## src/rtl/pll_lock_supervisor_if.sv

```systemverilog
// Lock supervisor signal bundle: the PLL-facing lock input plus the reset, status and
// event-counter outputs.
interface pll_lock_supervisor_if #(
  parameter int unsigned CNT_W = 8
);
  logic             i_locked;
  logic             o_pll_rst;
  logic             o_rst;
  logic             o_ready;
  logic [CNT_W-1:0] o_loss_count;
  logic [CNT_W-1:0] o_timeout_count;

  // Supervisor side drives the resets and counters.
  modport master (
    input  i_locked,
    output o_pll_rst, o_rst, o_ready, o_loss_count, o_timeout_count
  );

  // PLL/board side supplies lock and observes the supervisor.
  modport slave (
    output i_locked,
    input  o_pll_rst, o_rst, o_ready, o_loss_count, o_timeout_count
  );
endinterface

```

## src/rtl/pll_lock_supervisor.sv

```systemverilog
// PLL lock supervisor: pulses the PLL reset, filters the synchronized lock signal and
// releases the core reset only after a stable lock plus a hold interval. Lock loss and
// lock timeout both re-reset the PLL and bump saturating event counters.
module pll_lock_supervisor #(
  parameter int unsigned SYNC_STAGES    = 2,
  parameter int unsigned PLL_RST_CYCLES = 32,
  parameter int unsigned LOCK_FILTER    = 1024,
  parameter int unsigned RST_HOLD       = 16,
  parameter int unsigned LOCK_TIMEOUT   = 50000,
  parameter int unsigned CNT_W          = 8
) (
  input logic                     i_clk,
  input logic                     i_rst_n,
  pll_lock_supervisor_if.master   bus
);

  // One phase counter is shared by PLL_RESET, FILTER and HOLD, so size it for the largest.
  localparam int unsigned MaxA     = (PLL_RST_CYCLES > LOCK_FILTER) ? PLL_RST_CYCLES
                                                                    : LOCK_FILTER;
  localparam int unsigned PhaseMax = (MaxA > RST_HOLD) ? MaxA : RST_HOLD;
  localparam int unsigned PhW      = $clog2(PhaseMax + 1);
  localparam int unsigned TmoW     = $clog2(LOCK_TIMEOUT + 1);

  typedef enum logic [2:0] {
    StPllReset,
    StWaitLock,
    StFilter,
    StHold,
    StRun
  } state_e;

  state_e                 state_q, state_d;
  logic [PhW-1:0]         phase_q, phase_d;
  logic [TmoW-1:0]        tmo_q, tmo_d;
  logic [SYNC_STAGES-1:0] sync_q, sync_d;
  logic [CNT_W-1:0]       loss_q, loss_d;
  logic [CNT_W-1:0]       tcnt_q, tcnt_d;
  logic                   pll_rst_q, pll_rst_d;
  logic                   rst_q, rst_d;
  logic                   ready_q, ready_d;

  logic locked_s;
  logic timeout;

  assign locked_s = sync_q[SYNC_STAGES-1];
  assign timeout  = (tmo_q == TmoW'(LOCK_TIMEOUT - 1));

  // Next-state, counter and registered-output logic.
  always_comb begin
    state_d = state_q;
    phase_d = phase_q;
    tmo_d   = tmo_q;
    loss_d  = loss_q;
    tcnt_d  = tcnt_q;
    sync_d  = {sync_q[SYNC_STAGES-2:0], bus.i_locked};

    case (state_q)
      StPllReset: begin
        if (phase_q == PhW'(PLL_RST_CYCLES - 1)) begin
          state_d = StWaitLock;
          phase_d = '0;
          tmo_d   = '0;
        end else begin
          phase_d = phase_q + 1'b1;
        end
      end
      StWaitLock: begin
        tmo_d = tmo_q + 1'b1;
        if (timeout) begin
          state_d = StPllReset;
          phase_d = '0;
          tcnt_d  = (&tcnt_q) ? tcnt_q : tcnt_q + 1'b1;
        end else if (locked_s) begin
          state_d = StFilter;
          phase_d = '0;
        end
      end
      StFilter: begin
        // Timeout is checked first so it wins over a filter completing on the same edge.
        tmo_d = tmo_q + 1'b1;
        if (timeout) begin
          state_d = StPllReset;
          phase_d = '0;
          tcnt_d  = (&tcnt_q) ? tcnt_q : tcnt_q + 1'b1;
        end else if (!locked_s) begin
          state_d = StWaitLock;
        end else if (phase_q == PhW'(LOCK_FILTER - 1)) begin
          state_d = StHold;
          phase_d = '0;
        end else begin
          phase_d = phase_q + 1'b1;
        end
      end
      StHold: begin
        if (!locked_s) begin
          state_d = StPllReset;
          phase_d = '0;
          loss_d  = (&loss_q) ? loss_q : loss_q + 1'b1;
        end else if (phase_q == PhW'(RST_HOLD - 1)) begin
          state_d = StRun;
          phase_d = '0;
        end else begin
          phase_d = phase_q + 1'b1;
        end
      end
      StRun: begin
        if (!locked_s) begin
          state_d = StPllReset;
          phase_d = '0;
          loss_d  = (&loss_q) ? loss_q : loss_q + 1'b1;
        end
      end
      default: begin
        state_d = StPllReset;
        phase_d = '0;
      end
    endcase

    // Outputs come from the next state so they switch on the same edge as the FSM.
    pll_rst_d = (state_d == StPllReset);
    rst_d     = (state_d != StRun);
    ready_d   = (state_d == StRun);
  end

  // All state, with synchronous active-low reset.
  always_ff @(posedge i_clk) begin
    if (!i_rst_n) begin
      state_q   <= StPllReset;
      phase_q   <= '0;
      tmo_q     <= '0;
      sync_q    <= '0;
      loss_q    <= '0;
      tcnt_q    <= '0;
      pll_rst_q <= 1'b1;
      rst_q     <= 1'b1;
      ready_q   <= 1'b0;
    end else begin
      state_q   <= state_d;
      phase_q   <= phase_d;
      tmo_q     <= tmo_d;
      sync_q    <= sync_d;
      loss_q    <= loss_d;
      tcnt_q    <= tcnt_d;
      pll_rst_q <= pll_rst_d;
      rst_q     <= rst_d;
      ready_q   <= ready_d;
    end
  end

  assign bus.o_pll_rst       = pll_rst_q;
  assign bus.o_rst           = rst_q;
  assign bus.o_ready         = ready_q;
  assign bus.o_loss_count    = loss_q;
  assign bus.o_timeout_count = tcnt_q;

endmodule

```

## src/flat_wrapper.sv

```systemverilog
// flat-port wrapper written by rule: the top's interface ports become plain ports
module pll_lock_supervisor_flat 
#(
  parameter int unsigned SYNC_STAGES    = 2,
  parameter int unsigned PLL_RST_CYCLES = 32,
  parameter int unsigned LOCK_FILTER    = 1024,
  parameter int unsigned RST_HOLD       = 16,
  parameter int unsigned LOCK_TIMEOUT   = 50000,
  parameter int unsigned CNT_W          = 8
)
  (i_clk, i_rst_n, bus_i_locked, bus_o_pll_rst, bus_o_rst, bus_o_ready, bus_o_loss_count, bus_o_timeout_count);
  pll_lock_supervisor_if #(.CNT_W(CNT_W)) bus_i ();
  input logic i_clk;
  input logic i_rst_n;
  input wire logic [$bits(bus_i.i_locked)-1:0] bus_i_locked;
  output wire logic [$bits(bus_i.o_pll_rst)-1:0] bus_o_pll_rst;
  output wire logic [$bits(bus_i.o_rst)-1:0] bus_o_rst;
  output wire logic [$bits(bus_i.o_ready)-1:0] bus_o_ready;
  output wire logic [$bits(bus_i.o_loss_count)-1:0] bus_o_loss_count;
  output wire logic [$bits(bus_i.o_timeout_count)-1:0] bus_o_timeout_count;
  assign bus_i.i_locked = bus_i_locked;
  assign bus_o_pll_rst = bus_i.o_pll_rst;
  assign bus_o_rst = bus_i.o_rst;
  assign bus_o_ready = bus_i.o_ready;
  assign bus_o_loss_count = bus_i.o_loss_count;
  assign bus_o_timeout_count = bus_i.o_timeout_count;
  pll_lock_supervisor #(.SYNC_STAGES(SYNC_STAGES), .PLL_RST_CYCLES(PLL_RST_CYCLES), .LOCK_FILTER(LOCK_FILTER), .RST_HOLD(RST_HOLD), .LOCK_TIMEOUT(LOCK_TIMEOUT), .CNT_W(CNT_W)) u_core (.i_clk(i_clk), .i_rst_n(i_rst_n), .bus(bus_i));
endmodule
```

## config.mk

```make
export PLATFORM = sky130hd
export DESIGN_NAME = pll_lock_supervisor_flat
export DESIGN_NICKNAME = d
export VERILOG_FILES = /design/src/rtl/pll_lock_supervisor_if.sv /design/src/rtl/pll_lock_supervisor.sv /design/src/flat_wrapper.sv
export SDC_FILE = /design/constraint.sdc
export NUM_CORES = 1
export LEC_CHECK = 0
export CAP_MARGIN = 25
export CORE_ASPECT_RATIO = 0.7
export CORE_MARGIN = 1
export CORE_UTILIZATION = 25
export CTS_BUF_LIST = sky130_fd_sc_hd__clkbuf_16
export DETAILED_ROUTE_END_ITERATION = 7
export GPL_TIMING_DRIVEN = 0
export PLACE_DENSITY = 0.46
export SETUP_SLACK_MARGIN = 0.02
export SYNTH_ARGS = -nofsm -noshare
export SYNTH_HDL_FRONTEND = slang
export SYNTH_SLANG_ARGS = --single-unit
```

## constraint.sdc

```tcl
create_clock -name i_clk -period 2.8 [get_ports i_clk]
set_input_delay 0.28 -clock i_clk [delete_from_list [all_inputs] [get_ports i_clk]]
set_output_delay 0.28 -clock i_clk [all_outputs]
set_load 0.01 [all_outputs]
```

# After elaboration in Yosys (flattened, before gate mapping)
# Index checks and enable logic that the tools add are counted.
# Widths: inputs -> output; s select.
# totals
ram_bits,0
elab_cells,63
memories,0
latch_bits,0
mem_bits_ro,0
input_bits,3
reg_bits,51
# op_classes
n_mul,0
magnitude_cmp,0
n_eq_ne,14
n_bitwise,3
addsub,4
reduce_logical,11
n_shift,0
n_div,0
n_mux,22
# ops
cell,n
$mux 11,9
$pmux 11 s5,1
$pmux 16 s2,1
$mux 3,9
$add 16x1->16 const B,1
$add 8x1->8 const B,2
$eq 16x16->1 const B,1
$mux 16,1
$reduce_and 8->1,2
$pmux 3 s5,1
$add 11x1->11 const B,1
$eq 11x10->1 const B,1
$eq 11x4->1 const B,1
$eq 11x5->1 const B,1
$reduce_and 3->1,3
$eq 3x2->1 const B,2
$eq 3x3->1 const B,2
$logic_not 3->1,2
$ne 3x1->1 const B,2
$reduce_or 2->1,2
$eq 3x1->1 const B,1
$ne 3x3->1 const B,1
$not 1->1,3
$ne 2x1->1 const B,1
other kinds (3),3

# Depth between registers and ports, before layout
# logic_depth
ltp_word,6
ltp_mapped,7

# Worst setup path after synthesis
# OpenSTA, ideal clock, no wires.
# synth_path
path_kind,register to register
from,register u_core.tmo_q[4]
to,register u_core.phase_q[9]
arrival_time_ns,2.018
slack_ns,0.646
path_buffers,1
synth_period_minus_slack_ns,2.154
stages_incl_launch_ff,7
t_required_ns,2.664
cell_sequence,dfxtp_1 or4b_4 or4_4 buf_6 and2_1 o31ai_1 a21oi_1
# synth_between
elab_chain_len,3
# synth_lines
item,line,rtl
"start, declared",pll_lock_supervisor.sv:34,"logic [TmoW-1:0] tmo_q, tmo_d;"
"start signal, assigned",pll_lock_supervisor.sv:140,tmo_q <= tmo_d;
$eq 16x16->1 *,pll_lock_supervisor.sv:46,assign timeout = (tmo_q == TmoW'(LOCK_TIMEOUT - 1));
$mux 11 (tied with other cells),pll_lock_supervisor.sv:81,if (timeout) begin
$pmux 11 s5 / $reduce_and 3->1 (equally long branches),-,
"end signal, assigned",pll_lock_supervisor.sv:139,phase_q <= phase_d;
"end, declared",pll_lock_supervisor.sv:33,"logic [PhW-1:0] phase_q, phase_d;"
# Every way passes the cells marked *; elsewhere a longest branch is shown, timed or not.
# A chain may end at the register's enable or synchronous reset.

# Final worst setup path
# layout_path
from,register u_core.tmo_q[3]
to,register u_core.phase_q[2]
# Same word-level chain as after synthesis.

==> impl_table.tex <==
\begin{tabular}{lr}
\hline
Metric & Value \\
\hline
\multicolumn{2}{l}{\textbf{Drt}} \\
Via total after detailed routing & about 2200 \\
Total detailed-routing wirelength & approximately 6000 um \\
\# DRC & 3 \\
Number of optimization iterations in the first detailed-route pass & 6 \\
Avg Vias per Cell & 4.81 \\
Starting DRT DRC Count & 109 \\
Detailed-route wire length per cell & approximately 13 um \\
Post-DRT Antenna Nets & 0 \\
\multicolumn{2}{l}{\textbf{Pwr}} \\
PD cells & approximately 430 nW/um\^{}2 \\
Leakage dissipation & 1.03 nW \\
Maximum vdd ir drop & $\sim$230 uV \\
\multicolumn{2}{l}{\textbf{Timing}} \\
Slew of the pin with the lowest slew margin & about 0.8 ns \\
Post-route clock skew & roughly 0.005 ns \\
Final worst slack & between 0.2 and 0.3 ns \\
Setup TNS Final & 0 ns \\
Tcrit/Tclk final & 0.898 \\
Count of endpoints failing hold in the final timing report & 0 \\
Relative slew slack & 0.458 \\
Final Max Tran Viols & 0 \\
Period minus WS final & about 2.5 ns \\
Setup-failing EPs final & 0 \\
Fmax & between 300 and 400 MHz \\
Setup repair after global routing missed its margin & false \\
\multicolumn{2}{l}{\textbf{GRT}} \\
Met1 Track Usage GR & 0.174 \\
Global-route wire length before repair & slightly above 10000 um \\
Grt total ovfl & 0 \\
Vias in the first global route & between 1500 and 2000 \\
Gr busiest metal & met1 \\
GRT met2 Usage & 0.159 \\
Met3 layer usage reported by global route & 0.0351 \\
Number of antenna violations at the first check in global routing & 0 \\
Maximum number of pins on one net before global-route repair & 16 \\
Global-route usage over all layers & 0.116 \\
\multicolumn{2}{l}{\textbf{Clocking}} \\
Clock latency at the later pin of the worst-skew pair & a little under 0.3 ns \\
Post-CTS Repair Setup Buffers & 0 \\
H-tree depth & 2 \\
Root buffer cell & sky130\_fd\_sc\_hd\_\_clkbuf\_16 \\
TritonCTS Buffers & 5 \\
Clock edge transition at the registers on the reported setup and hold paths & 0.07 ns \\
Clock Sinks & 51 \\
Largest buffer count on any clock path & 2 \\
Hold-fix buffer count after cts & 0 \\
CTS tree & done \\
Post-CTS Resized & 0 \\
\multicolumn{2}{l}{\textbf{Logic synthesis}} \\
Total of flip-flops plus latches after synthesis & 51 \\
Xor-xnor portion of the synthesized cell area & 0.108 \\
Syn Std Cell Area & 2670 sq um \\
Synth warnings & 0 \\
EDFF count, synth & 0 \\
Share of cell area taken by muxes after synthesis & 0.00375 \\
Proportion of synthesized flip-flops having asynchronous set or reset & 0 \\
Share of synthesized area occupied by flip-flops and latches & 0.382 \\
Count of distinct cell types in the synthesized netlist & 56 \\
Count of mapped cells out of synthesis & approximately 300 \\
Dominant register cell in the synthesized netlist & sky130\_fd\_sc\_hd\_\_dfxtp\_1 \\
Simple-gate share of the synthesized area & 0.329 \\
Largest family of logic cells by synthesized area & simple AND/OR/NAND/NOR gates \\
Compound-gate portion of the synthesized area & 0.120 \\
Synth Area per Inst & $\sim$9 sq um \\
Synth Net Count & between 300 and 400 \\
Adder and majority cell fraction of the synthesized area & 0.0187 \\
\multicolumn{2}{l}{\textbf{Floorplanning}} \\
Num ports & 22 \\
Number of rows in the core area & 31 \\
Die ar. & between 10000 and 15000 sq um \\
Effective utilization at floorplan & 0.258 \\
Core Area & 10400 sq um \\
Y dimension of the die & between 80 and 90 um \\
Horizontal extent of the die & between 100 and 150 um \\
\multicolumn{2}{l}{\textbf{Setup path}} \\
Worst Setup Start Kind & flop \\
Crit-path max FO & 10 \\
Arrival time reported for the critical path endpoint & between 2 and 3 ns \\
Worst Setup Path Type & reg -> reg \\
Worst setup EP type & flop \\
Worst Path Required & approximately 3 ns \\
\multicolumn{2}{l}{\textbf{Run status}} \\
Result of the run & finished with violations \\
Failing checks & DRC \\
\multicolumn{2}{l}{\textbf{Place}} \\
Estimated wirelength of the detail-placed design & approximately 4500 um \\
Routability-driven placement congestion ratio & slightly above 0.8 \\
Port buffer count & 21 \\
Post-placement worst setup slack & around 0.24 ns \\
\multicolumn{2}{l}{\textbf{Final layout}} \\
Share of post-route cells with drive strength above 1 & 0.120 \\
Layout overhead on the synthesized area & 19.4\% \\
Antenna diode count & 0 \\
Nets & 333 \\
\multicolumn{2}{l}{\textbf{Hold path}} \\
Min-delay worst type & reg -> reg \\
\multicolumn{2}{l}{\textbf{Job}} \\
Max\_cap viols & 0 \\
\hline
\end{tabular}
flip-flops by register name, summed over array words and instances (netlist names):
| register | count |
|---|---|
| u_core.bus.o_loss_count | 8 |
| u_core.tmo_q | 16 |
| u_core.bus.o_timeout_count | 8 |
| u_core.state_q | 3 |
| u_core.bus.o_ready | 1 |
| u_core.phase_q | 11 |
| u_core.bus.o_pll_rst | 1 |
| u_core.bus.o_rst | 1 |
| u_core.sync_q | 2 |
Yosys cell counts (all sizes together) (2+ instances only):
library cell | instances | area share
and2 | 6 | 0.014
and4 | 6 | 0.020
a211oi | 3 | 0.0084
or3 | 6 | 0.014
clkbuf | 6 | 0.012
nand4 | 12 | 0.028
nor3 | 6 | 0.011
xor2 | 11 | 0.036
or3b | 2 | 0.0066
nand2 | 16 | 0.022
or4b | 2 | 0.010
and3 | 5 | 0.012
o31ai | 2 | 0.011
xnor2 | 22 | 0.072
nor4 | 14 | 0.059
a21oi | 17 | 0.036
a21o | 3 | 0.0084
nand4b | 2 | 0.0066
nor2 | 41 | 0.059
a31oi | 2 | 0.0047
o21ai | 4 | 0.0075
dfxtp | 51 | 0.38
inv | 7 | 0.0098
ha | 4 | 0.019
o22ai | 2 | 0.0047
nand3b | 2 | 0.0056
or4 | 2 | 0.0084
or2 | 3 | 0.0070
buf | 5 | 0.015
nand3 | 19 | 0.036
placed cells by master, fill, tap and decap left out, types with 6 or more instances in the layout:
master,instances
sky130_fd_sc_hd__a21oi_1,14
sky130_fd_sc_hd__and2_1,6
sky130_fd_sc_hd__clkdlybuf4s50_1,21
sky130_fd_sc_hd__dfxtp_1,51
sky130_fd_sc_hd__inv_1,7
sky130_fd_sc_hd__nand2_1,16
sky130_fd_sc_hd__nand3_1,19
sky130_fd_sc_hd__nand4_1,12
sky130_fd_sc_hd__nor2_1,40
sky130_fd_sc_hd__nor3_1,6
sky130_fd_sc_hd__nor4_1,7
sky130_fd_sc_hd__or3_1,6
sky130_fd_sc_hd__xnor2_1,22
sky130_fd_sc_hd__xor2_1,11
routing by layer:
layer | wire length (um) | part of all wire
met1 | 3390 | 0.56
met2 | 2260 | 0.37
met3 | 368 | 0.061
met4 | 31 | 0.0051
met5 | 0 | 0
worst max-delay path, cell delays in order (launching register included):
cell and delay (ns):
sky130_fd_sc_hd__dfxtp_1 0.44, sky130_fd_sc_hd__or4b_4 0.52, sky130_fd_sc_hd__nor4_4 0.62, sky130_fd_sc_hd__o41ai_1 0.22, sky130_fd_sc_hd__o31ai_4 0.49, sky130_fd_sc_hd__nor2_1 0.10
metrics by stage:
stage	hold slack, ns	power [mW]	utilization	area (sq um)	std cells
6_report	0.437	1.36	0.308	3190	458
5_1_grt	0.471	1.42	0.308	3190	458
4_1_cts	0.439	1.39	0.308	3190	458
3_5_place_dp	0.430	0.782	0.295	3050	451
3_3_place_gp	0.415	0.782	0.294	3050	450
2_1_floorplan	0.402	0.769	-	2670	297
path summary, 6_finish.rpt:
path	depth (start not counted)	startpoint	slack, ns	endpoint
worst min register to register	1	u_core.sync_q[0]	0.44	u_core.sync_q[1]
worst min-delay path	1	u_core.sync_q[0]	0.44	u_core.sync_q[1]
worst max register to register	5	u_core.tmo_q[3]	0.28	u_core.phase_q[2]
worst max-delay path	5	u_core.tmo_q[3]	0.28	u_core.phase_q[2]
report_power, final:
part	switching, mW	internal, mW	total, mW
sequential	0.00530	0.730	0.735
clock	0.273	0.327	0.599
combinational	0.0183	0.0107	0.0290
total	0.296	1.07	1.36
layout make-up:
class,count,area [sq um]
inverters,8,30.0
fillers,1090,7170
clock inverters,2,13.8
flip-flops and latches,51,1020
multi-input cells,227,1550
clock buffers,5,125
repair buffers,22,215
well taps,132,165
plain buffers,11,71.3
logic make-up (layout without fill, tap and decap cells):
family,Yosys count,after routing
compound gates,42,42
xor+xnor,33,33
fa+ha+maj,4,4
buf+inv,19,48
flops,51,51
mux,1,1
simple gates,147,147
No activity file was read; power rests on OpenSTA's default activity.
